[src/rtl/div_unit.sv]
// rtl/div_unit.sv - 32-bit signed/unsigned restoring divider, {remainder, quotient} result
module div_unit (
    input  logic        clk,
    input  logic        reset,
    input  logic        start,
    input  logic        flush,
    input  logic        signed_div,
    input  logic [31:0] opdata1,
    input  logic [31:0] opdata2,
    output logic [63:0] result,
    output logic        done
);

    typedef enum logic [1:0] {IDLE, DIVZERO, ON, END} state_t;

    state_t      state, state_n;
    logic [4:0]  cnt, cnt_n;
    logic [31:0] quo, quo_n;
    logic [31:0] rem, rem_n;
    logic [31:0] dvs, dvs_n;
    logic        neg_q, neg_q_n;
    logic        neg_r, neg_r_n;
    logic [63:0] result_n;
    logic        done_n;

    logic [31:0] a_abs, b_abs;
    logic [32:0] shifted, diff;
    logic        fits;
    logic [31:0] step_rem, step_quo;

    // quo starts as the dividend and fills with quotient bits from the right
    always_comb begin
        a_abs    = (signed_div && opdata1[31]) ? (~opdata1 + 32'd1) : opdata1;
        b_abs    = (signed_div && opdata2[31]) ? (~opdata2 + 32'd1) : opdata2;
        shifted  = {rem, quo[31]};
        diff     = shifted - {1'b0, dvs};
        fits     = ~diff[32];
        step_rem = fits ? diff[31:0] : shifted[31:0];
        step_quo = {quo[30:0], fits};
    end

    always_comb begin
        state_n  = state;
        cnt_n    = cnt;
        quo_n    = quo;
        rem_n    = rem;
        dvs_n    = dvs;
        neg_q_n  = neg_q;
        neg_r_n  = neg_r;
        result_n = result;
        done_n   = done;
        case (state)
            IDLE: begin
                if (start && !flush) begin
                    quo_n   = a_abs;
                    dvs_n   = b_abs;
                    rem_n   = 32'd0;
                    cnt_n   = 5'd0;
                    neg_q_n = signed_div && (opdata1[31] ^ opdata2[31]);
                    neg_r_n = signed_div && opdata1[31];
                    state_n = (opdata2 == 32'd0) ? DIVZERO : ON;
                end
            end
            DIVZERO: begin
                state_n  = END;
                done_n   = 1'b1;
                result_n = 64'h0;
            end
            ON: begin
                quo_n = step_quo;
                rem_n = step_rem;
                cnt_n = cnt + 5'd1;
                if (cnt == 5'd31) begin
                    result_n[63:32] = neg_r ? (~step_rem + 32'd1) : step_rem;
                    result_n[31:0]  = neg_q ? (~step_quo + 32'd1) : step_quo;
                    done_n          = 1'b1;
                    state_n         = END;
                end
            end
            END: begin
                if (!start) begin
                    state_n  = IDLE;
                    done_n   = 1'b0;
                    result_n = 64'h0;
                end
            end
            default: state_n = IDLE;
        endcase
        if (flush && state != IDLE) begin
            state_n  = IDLE;
            cnt_n    = 5'd0;
            quo_n    = 32'd0;
            rem_n    = 32'd0;
            dvs_n    = 32'd0;
            neg_q_n  = 1'b0;
            neg_r_n  = 1'b0;
            done_n   = 1'b0;
            result_n = 64'h0;
        end
    end

    always_ff @(posedge clk) begin
        if (!reset) begin
            state  <= IDLE;
            cnt    <= 5'd0;
            quo    <= 32'd0;
            rem    <= 32'd0;
            dvs    <= 32'd0;
            neg_q  <= 1'b0;
            neg_r  <= 1'b0;
            result <= 64'h0;
            done   <= 1'b0;
        end else begin
            state  <= state_n;
            cnt    <= cnt_n;
            quo    <= quo_n;
            rem    <= rem_n;
            dvs    <= dvs_n;
            neg_q  <= neg_q_n;
            neg_r  <= neg_r_n;
            result <= result_n;
            done   <= done_n;
        end
    end

endmodule

[config.mk]
export PLATFORM = sky130hd
export DESIGN_NAME = div_unit
export DESIGN_NICKNAME = d
export VERILOG_FILES = /design/src/rtl/div_unit.sv
export SDC_FILE = /design/constraint.sdc
export NUM_CORES = 1
export LEC_CHECK = 0
export ABC_AREA = 1
export BUFFER_PORTS_ARGS = -buffer_cell sky130_fd_sc_hd__buf_2
export CAP_MARGIN = 40
export CORE_ASPECT_RATIO = 0.9
export CORE_MARGIN = 2
export CORE_UTILIZATION = 60
export CTS_BUF_LIST = sky130_fd_sc_hd__clkbuf_8
export CTS_CLUSTER_DIAMETER = 40
export DETAILED_ROUTE_END_ITERATION = 16
export PLACE_DENSITY = 0.9
export RECOVER_POWER = 100
export SYNTH_ARGS = -nofsm -noshare
export SYNTH_HDL_FRONTEND = slang
export SYNTH_SLANG_ARGS = --single-unit
[constraint.sdc]
create_clock -name clk -period 7.09 [get_ports clk]
set_input_delay 1.0635 -clock clk [delete_from_list [all_inputs] [get_ports clk]]
set_output_delay 1.0635 -clock clk [all_outputs]
set_load 0.005 [all_outputs]
======== Word-level counts from Yosys, hierarchy flattened ========
Index checks and enable logic that the tools add are counted.
storage, ports and cells
  register bits after elaboration ......... 170
  bits of input ports ..................... 69
  output and inout bits ................... 65
  logic and storage cells ................. 67
operators by class
  $add $sub $neg .......................... 6
  eq/ne operators ......................... 7
  mux-type cells .......................... 22
  bitwise logic cells ..................... 7
  reduce and logical (&&, ||, !) cells .... 16
operator list
  kind                                                 count
  2-to-1 mux 32 bit                                    7
  case mux 64 bit (3 select lines)                     1
  adder 32 x 1 -> 32 bit, second input constant        4
  2-to-1 mux 64 bit                                    2
  NOT 32 bit                                           4
  case mux 32 bit (2 select lines)                     2
  subtractor 33 x 32 -> 33 bit                         1
  zero test 32 bit                                     1
  case mux 5 bit (2 select lines)                      1
  2-to-1 mux 2 bit                                     4
  case mux 2 bit (4 select lines)                      1
  inequality test 2 bit, second input constant         3
  AND reduction 3 bit                                  2
  adder 5 x 1 -> 5 bit, second input constant          1
  equality test 5 bit, second input constant           1
  logical AND 1 bit                                    5
  2-to-1 mux 5 bit                                     1
  equality test 2 bit, second input constant           2
  AND reduction 2 bit                                  2
  nonzero test 2 bit                                   2
  case mux 1 bit (3 select lines)                      1
  nonzero test 3 bit                                   1
  equality test 2 x 1 -> 1 bit, second input constant  1
  zero test 2 bit                                      1
  5 further kinds                                      7

======== Depth between registers and ports, before layout ========
Gate-level depths: netlist of the first run.
  word-level depth ........................ 7
  mapped depth ............................ 32
  depth with buffers taken out ............ 31

======== Worst setup path after synthesis of the first run ========
OpenSTA, ideal clock, no wires.
  kind .................................... register to register
  start point ............................. reg quo[31]
  end point ............................... reg result[28]
  setup time .............................. 132 ps
  data arrival time ....................... 3,718 ps
  required time ........................... 6,958 ps
  path slack .............................. 3,240 ps
  stages on the path, launching flop included .. 32
  buffers on the path ..................... 1
  period minus slack after synthesis ...... 3,850 ps
  cells stage by stage .................... dfxtp_1 > inv_1 > ha_1 > fa_1 > inv_1 > nand2_1 > nand2_1 > nand3_1 > nand2_2 > nand2_2 > nand2_2 > nand2_4 > nand2_4 > nand2_4 > nand2_4 > buf_4 > ha_1 > inv_1 > nor3_1 > inv_1 > nor3_1 > nand2_1 > nor3_1 > nand2_1 > nor2_1 > nand2_1 > inv_1 > nand3_1 > o21ai_0 > a21oi_1 > o21ai_0 > a21oi_1
between the ends
  word-level cells in the longest chain between the ends .. 7
RTL lines
  what                              line  RTL
  start: declaration                18    logic [31:0] quo, quo_n;
  start signal: assignment          116   quo <= quo_n;
  subtractor 33 x 32 -> 33 bit      36    diff = shifted - {1'b0, dvs};
  NOT 1 bit                         37    fits = ~diff[32];
  NOT 32 bit                        75    result_n[31:0] = neg_q ? (~step_quo + 32'd1) : step_quo;
  adder 32 x 1 -> 32 bit            75
  2-to-1 mux 32 bit                 75
  2-to-1 mux 64 bit                 73    if (cnt == 5'd31) begin
  case mux 64 bit (3 select lines)  52    case (state)
  end signal: assignment            121   result <= result_n;
  end: declaration                  10    output logic [63:0] result,
No other way between the ends. The select of a mux whose other input is x is not followed.
A chain may end at the register's enable or synchronous reset.

======== Worst setup path in the final report of the first run ========
  start point ............................. reg quo[31]
  end point ............................... reg result[30]
Same word-level chain as after synthesis.

==> results.txt, run 1 <==
Gpl congestion = 0.9774
Worst setup path category = reg -> reg
Core Rows = 50
Unrepaired setup endpoints after global routing = no
Routed WL = 39.04 mm
Clock skew after layout = 23.34 ps
First-pass GRT wire length = 62.47 mm
Compound-cell area share of the yosys netlist = 0.1527
IO Pins = 134
Critical Path Sink Type = flop
Die area = 22620 µm²
Worst Path Arrival = 6160 ps
Worst path slowest cell = nand2_1
Worst-path fanout max = 31
Syn Std Cell Area = 12860 µm²
Setup Fix Bufs, Post-CTS = 0
Fin worst setup slack = 1329 ps
Post_cts resized = 0
Hold-fix buffers at CTS = 0
Vias = 14432
Initial antenna violation count = 0
Post-Synth XOR/XNOR Area = 0.03405
Ys Warns = 0
Peak VDD IR = 0.2802 mV
Core Util, Final = 0.6638
Clock root buffer = clkbuf_8
EDFF count, synth = 0
Status = finished with violations
Combinational family with the most area after synthesis = simple AND/OR/NAND/NOR gates
Simple-gate share of the synthesized area = 0.3862
Synth Register Bits = 170
Crit path top cell by count = nand2_1
Die Wd = 158.3 µm
Max cap viols = 4
Synth Instances = 2191
DRT iter0 DRCs = 1498
Die Ht = 142.9 µm
Reg clk slew, reported paths = 110 ps
Final min period = 5761 ps
ANT cells = 0
Syn_nets = 2302
Dpl ws = 2309 ps
Core area = 20900 µm²
Vias in the first global route = 12773
Final Slew Violations = 190
Dpl hpwl = 30.02 mm
Ys flop type = dfxtp_1
Peak per-stage delay on the critical path = 940 ps
Setup violations, final = 0
Failing checks = max-capacitance violations, max-slew violations
CTS tree = done
Total track usage = 0.3446
Hold Vio Cnt, Final = 0
Worst hold path type = reg -> reg
Drc violations = 0
Area Overhead vs Synth = 7.851%
Asr flop ratio synth = 0
Nets = 2386
Post-synth cell types = 44
Routed len/inst = 15.17 µm
Initial Util = 0.6155
Seq/Total Area, Yosys = 0.2646
Total CTS buffers = 17
Port buffer count = 133
Clk_lat worst skew = 490 ps
Drt first pass iters = 8
Leakage = 7.013 nW
Clock Path Buffers = 2
GRT overflow = 0
Fmax = 173.6 MHz
PwrDens = 367.5 nW/µm²
Largest net degree at the start of global routing = 88
Period Utilization, post-route = 0.8126
Clock Sinks = 170
Slew HR = -0.3880
Final setup TNS = 0 ps
Type of origin of the critical path = flop
Post-synthesis mux area share = 0
Worst slew pin tran = 2082 ps
Layout cell share with drive strength beyond 1 = 0.07127
ANT nets after route = 0
H-tree depth = 4
Routed vias/inst = 5.609
Adder-Cell Fraction of Synth Area = 0.04144
Req. time, crit path = 7490 ps
Syn_area_per_cell = 5.870 µm²
==> registers in the layout, indices dropped and copies added (netlist names) <==
register / flops
result: 64
dvs: 32
quo: 32
rem: 32
cnt: 5
state: 2
done: 1
neg_q: 1
neg_r: 1
==> worst max-delay path: cells and delay by family (launching register included) <==
kind,cells,cell delay [ps]
AO/OA/AOI/OAI,2,360
AND/OR/NAND/NOR,20,3510
adder cells (fa/ha/maj),3,980
flip-flops,1,360
buffers and inverters,5,420
==> final timing paths <==
kind                                start                       to  slack, ps  cells after the start
setup / recovery     quo[31]$_SDFFE_PP0P_  result[30]$_SDFFE_PP0P_       1330                     30
hold / removal    result[19]$_SDFFE_PP0P_  result[19]$_SDFFE_PP0P_        470                      2
setup reg to reg     quo[31]$_SDFFE_PP0P_  result[30]$_SDFFE_PP0P_       1330                     30
hold reg to reg   result[19]$_SDFFE_PP0P_  result[19]$_SDFFE_PP0P_        470                      2
==> metal layers <==
| metal | routed length [µm] | GRT usage | vias up | share of wire |
|---|---|---|---|---|
| li1 | - | - | 7152 | - |
| met1 | 17690 | 0.4930 | 6506 | 0.45 |
| met2 | 16550 | 0.5204 | 680 | 0.42 |
| met3 | 3613 | 0.06252 | 94 | 0.093 |
| met4 | 1181 | 0.1185 | 0 | 0.030 |
| met5 | 0 | 0 | - | 0 |
==> layout make-up <==
class | count | area, µm²
clock buffers | 17 | 234.0
inverters | 314 | 1179
repair buffers | 146 | 709.4
multi-input cells | 1626 | 7836
well taps | 286 | 357.8
clock inverters | 14 | 151.4
fillers | 1993 | 7024
flip-flops and latches | 170 | 3403
==> kinds of logic after synthesis <==
kind of cell    count (synthesis)
xor+xnor                       50
simple gates                 1176
compound gates                358
buf+inv                       395
fa+ha+maj                      42
flops                         170
==> synthesized netlist by cell type, types with 10 or more instances <==
master,count,share of area
a21oi_1,187,0.073
a31oi_1,17,0.0083
clkbuf_1,61,0.018
dfxtp_1,170,0.26
ha_1,41,0.040
inv_1,310,0.090
nand2_1,733,0.21
nand2_2,20,0.0097
nand3_1,154,0.060
nand3b_1,13,0.0076
nand4_1,17,0.0083
nor2_1,173,0.050
nor2_2,10,0.0049
nor3_1,24,0.0093
o211ai_1,21,0.012
o21ai_0,97,0.038
o221ai_1,12,0.0082
xnor2_1,16,0.011
xor2_1,34,0.023
==> power by group <==
part / total [W] / internal (W) / switching, W
clock: 0.000695 / 0.000262 / 0.000433
sequential: 0.00116 / 0.00107 / 0.0000932
combinational: 0.00324 / 0.000954 / 0.00229
==> through the flow <==
| stage | hold slack (ps) | instance area, µm² | power, W | cells |
|---|---|---|---|---|
| CTS | 469.2 | 14060 | 0.005108 | 2573 |
| detailed placement | 454.0 | 13680 | 0.004417 | 2542 |
| finish | 469.0 | 13870 | 0.005097 | 2573 |
| global route | 477.2 | 13870 | 0.005529 | 2573 |
| global placement | 449.0 | 13620 | 0.004343 | 2540 |
| floorplan | 442.6 | 12860 | 0.003630 | 2191 |
==> layout by cell type, fill, tap and decap left out, types with 7 or more instances in the layout <==
cell      Yosys  layout
nand3b_1     13      13
ha_1         41      41
xnor2_1      16      16
nor2_1      173     175
nand2_1     733     747
buf_4         2       9
nor4_1        7       7
nand4_1      17      17
o221ai_1     12      12
buf_2         4      82
a21oi_1     187     187
nand2_2      20      10
o211ai_1     21      21
clkbuf_1     61      50
a31oi_1      17      17
nand3_1     154     156
inv_1       310     311
dfxtp_1     170     170
nor2_2       10       9
nor3_1       24      23
o21ai_0      97      98
clkbuf_8      0      17
xor2_1       34      34
Note: power is estimated with default switching activity, not from simulation.
==> run 2: changes to the inputs <==
Settings changed: CORE_UTILIZATION 60 to 56, PLACE_DENSITY 0.9 to 0.88.
Clock period 7.09 ns to 5 ns, I/O delays scaled along.
==> results.txt, run 2 (synthesis gave the netlist of run 1 again) <==
Commonest non-fill, non-tap cell in the layout = nand2_1
Worst hold path type = reg -> reg
Final setup TNS = 0 ps
Die Wd = 163.7 µm
Fill count = 2234
Layout Cells excl Fill = 2586
Reg clk slew, reported paths = 110 ps
First-pass GRT wire length = 63.06 mm
Routed WL = 38.93 mm
ANT nets after route = 0
Layout cell share with drive strength beyond 1 = 0.08432
Vias = 14345
Pwr Total = 0.007287 W
Setup Fix Bufs, Post-CTS = 0
Core area = 22510 µm²
PwrDens = 520.4 nW/µm²
Hold Vio Cnt, Final = 0
Vias in the first global route = 12744
Dpl cells = 2554
Leakage = 7.115 nW
Core Rows = 52
Peak VDD IR = 0.4564 mV
Type of origin of the critical path = flop
Nets = 2387
Req. time, crit path = 5420 ps
Slew HR = -0.6398
Final min period = 4696 ps
Fmax = 213.0 MHz
Reg with most FFs = result
Gpl congestion = 0.9865
Worst setup path category = reg -> reg
Hold-fix buffers at CTS = 0
Max cap viols = 1
Clock root buffer = clkbuf_8
Total CTS buffers = 17
Routed len/inst = 15.05 µm
Clock Path Buffers = 2
Placed instance area = 13690 µm²
Post_cts resized = 0
Most frequent cells in the layout = nand2_1, inv_1, a21oi_1, nor2_1, dfxtp_1
Setup violations, final = 0
ANT cells = 0
H-tree depth = 4
Total track usage = 0.3224
Failing checks = max-capacitance violations, max-slew violations
Initial antenna violation count = 0
Worst-path fanout max = 39
Dpl hpwl = 30.27 mm
Multi-input gate area = 7889 µm²
Clock Sinks = 170
Die area = 24200 µm²
Period Utilization, post-route = 0.9392
GRT overflow = 0
Critical Path Sink Type = flop
Flip-flop count of the largest register after layout = 64
DRT iter0 DRCs = 1411
Clock skew after layout = 23.94 ps
Final Slew Violations = 19
Status = finished with violations
Die Ht = 147.8 µm
Routed vias/inst = 5.547
Reg area = 3403 µm²
IO Pins = 134
Area Overhead vs Synth = 8.873%
Drc violations = 0
CTS tree = done
Worst slew pin tran = 2434 ps
Unrepaired setup endpoints after global routing = no
Design Area, Final = 14000 µm²
Worst Path Arrival = 5120 ps
Drt first pass iters = 5
Clk_lat worst skew = 490 ps
Largest net degree at the start of global routing = 84
Initial Util = 0.5713
Port buffer count = 133
## run 2: changes by cell type in the layout (fill, tap and decap cells not counted), sizes merged
cell	delta
clkinv	+2
buf	+16
clkbuf	-14
inv	-2
## run 2: path summary, 6_finish.rpt
path	start	slack [ps]	depth (start not counted)	endpoint
worst min-delay path	result[11]$_SDFFE_PP0P_	470	2	result[11]$_SDFFE_PP0P_
worst min register to register	result[11]$_SDFFE_PP0P_	470	2	result[11]$_SDFFE_PP0P_
worst max register to register	quo[31]$_SDFFE_PP0P_	300	25	result[62]$_SDFFE_PP0P_
worst max-delay path	quo[31]$_SDFFE_PP0P_	300	25	result[62]$_SDFFE_PP0P_
## run 2: power by group
group | switching [W] | internal [W]
logic | 0.00326 | 0.00138
registers | 0.000131 | 0.00151
clock network | 0.000616 | 0.000388
## run 2: area by class of cell
| cell class | instances | area share |
|---|---|---|
| clock buffer | 18 | 0.01769 |
| clock inverter | 14 | 0.01135 |
| inverter | 314 | 0.08417 |
| multi-input combinational | 1626 | 0.5634 |
| sequential | 170 | 0.2431 |
| tap | 297 | 0.02654 |
| timing repair buffer | 147 | 0.05379 |
## run 2: critical path: stages (launching register included)
cell,delay (ps)
dfxtp_1,340
inv_1,60
ha_1,220
fa_1,430
inv_1,110
nand2_1,50
nand2_1,90
nand3_1,90
nand2_2,120
nand2_2,70
nand2_2,80
nand2_4,80
nand2_4,80
nand2_1,490
nand2_4,640
nand2_1,110
nand2_1,210
ha_1,230
nand3_1,130
nor2_1,260
nand3_1,170
nand2_2,160
nand2_1,70
nand2_1,60
nand3_1,120
a21oi_1,160
## run 2: metal layers
metal | up-vias | part of all wire | track usage
li1 | 7149 | - | -
met1 | 6443 | 0.44 | 0.4575
met2 | 685 | 0.44 | 0.5013
met3 | 68 | 0.096 | 0.05443
met4 | 0 | 0.020 | 0.09649
met5 | - | 0 | 0
## run 2: metrics by stage
stage,worst slack (ps),hold WS [ps],util
floorplan,1150,442.6,-
global placement,760.5,449.2,0.6060
detailed placement,633.2,452.7,0.6081
CTS,590.5,467.9,0.6262
global route,27.21,485.9,0.6220
finish,304.1,468.4,0.6220
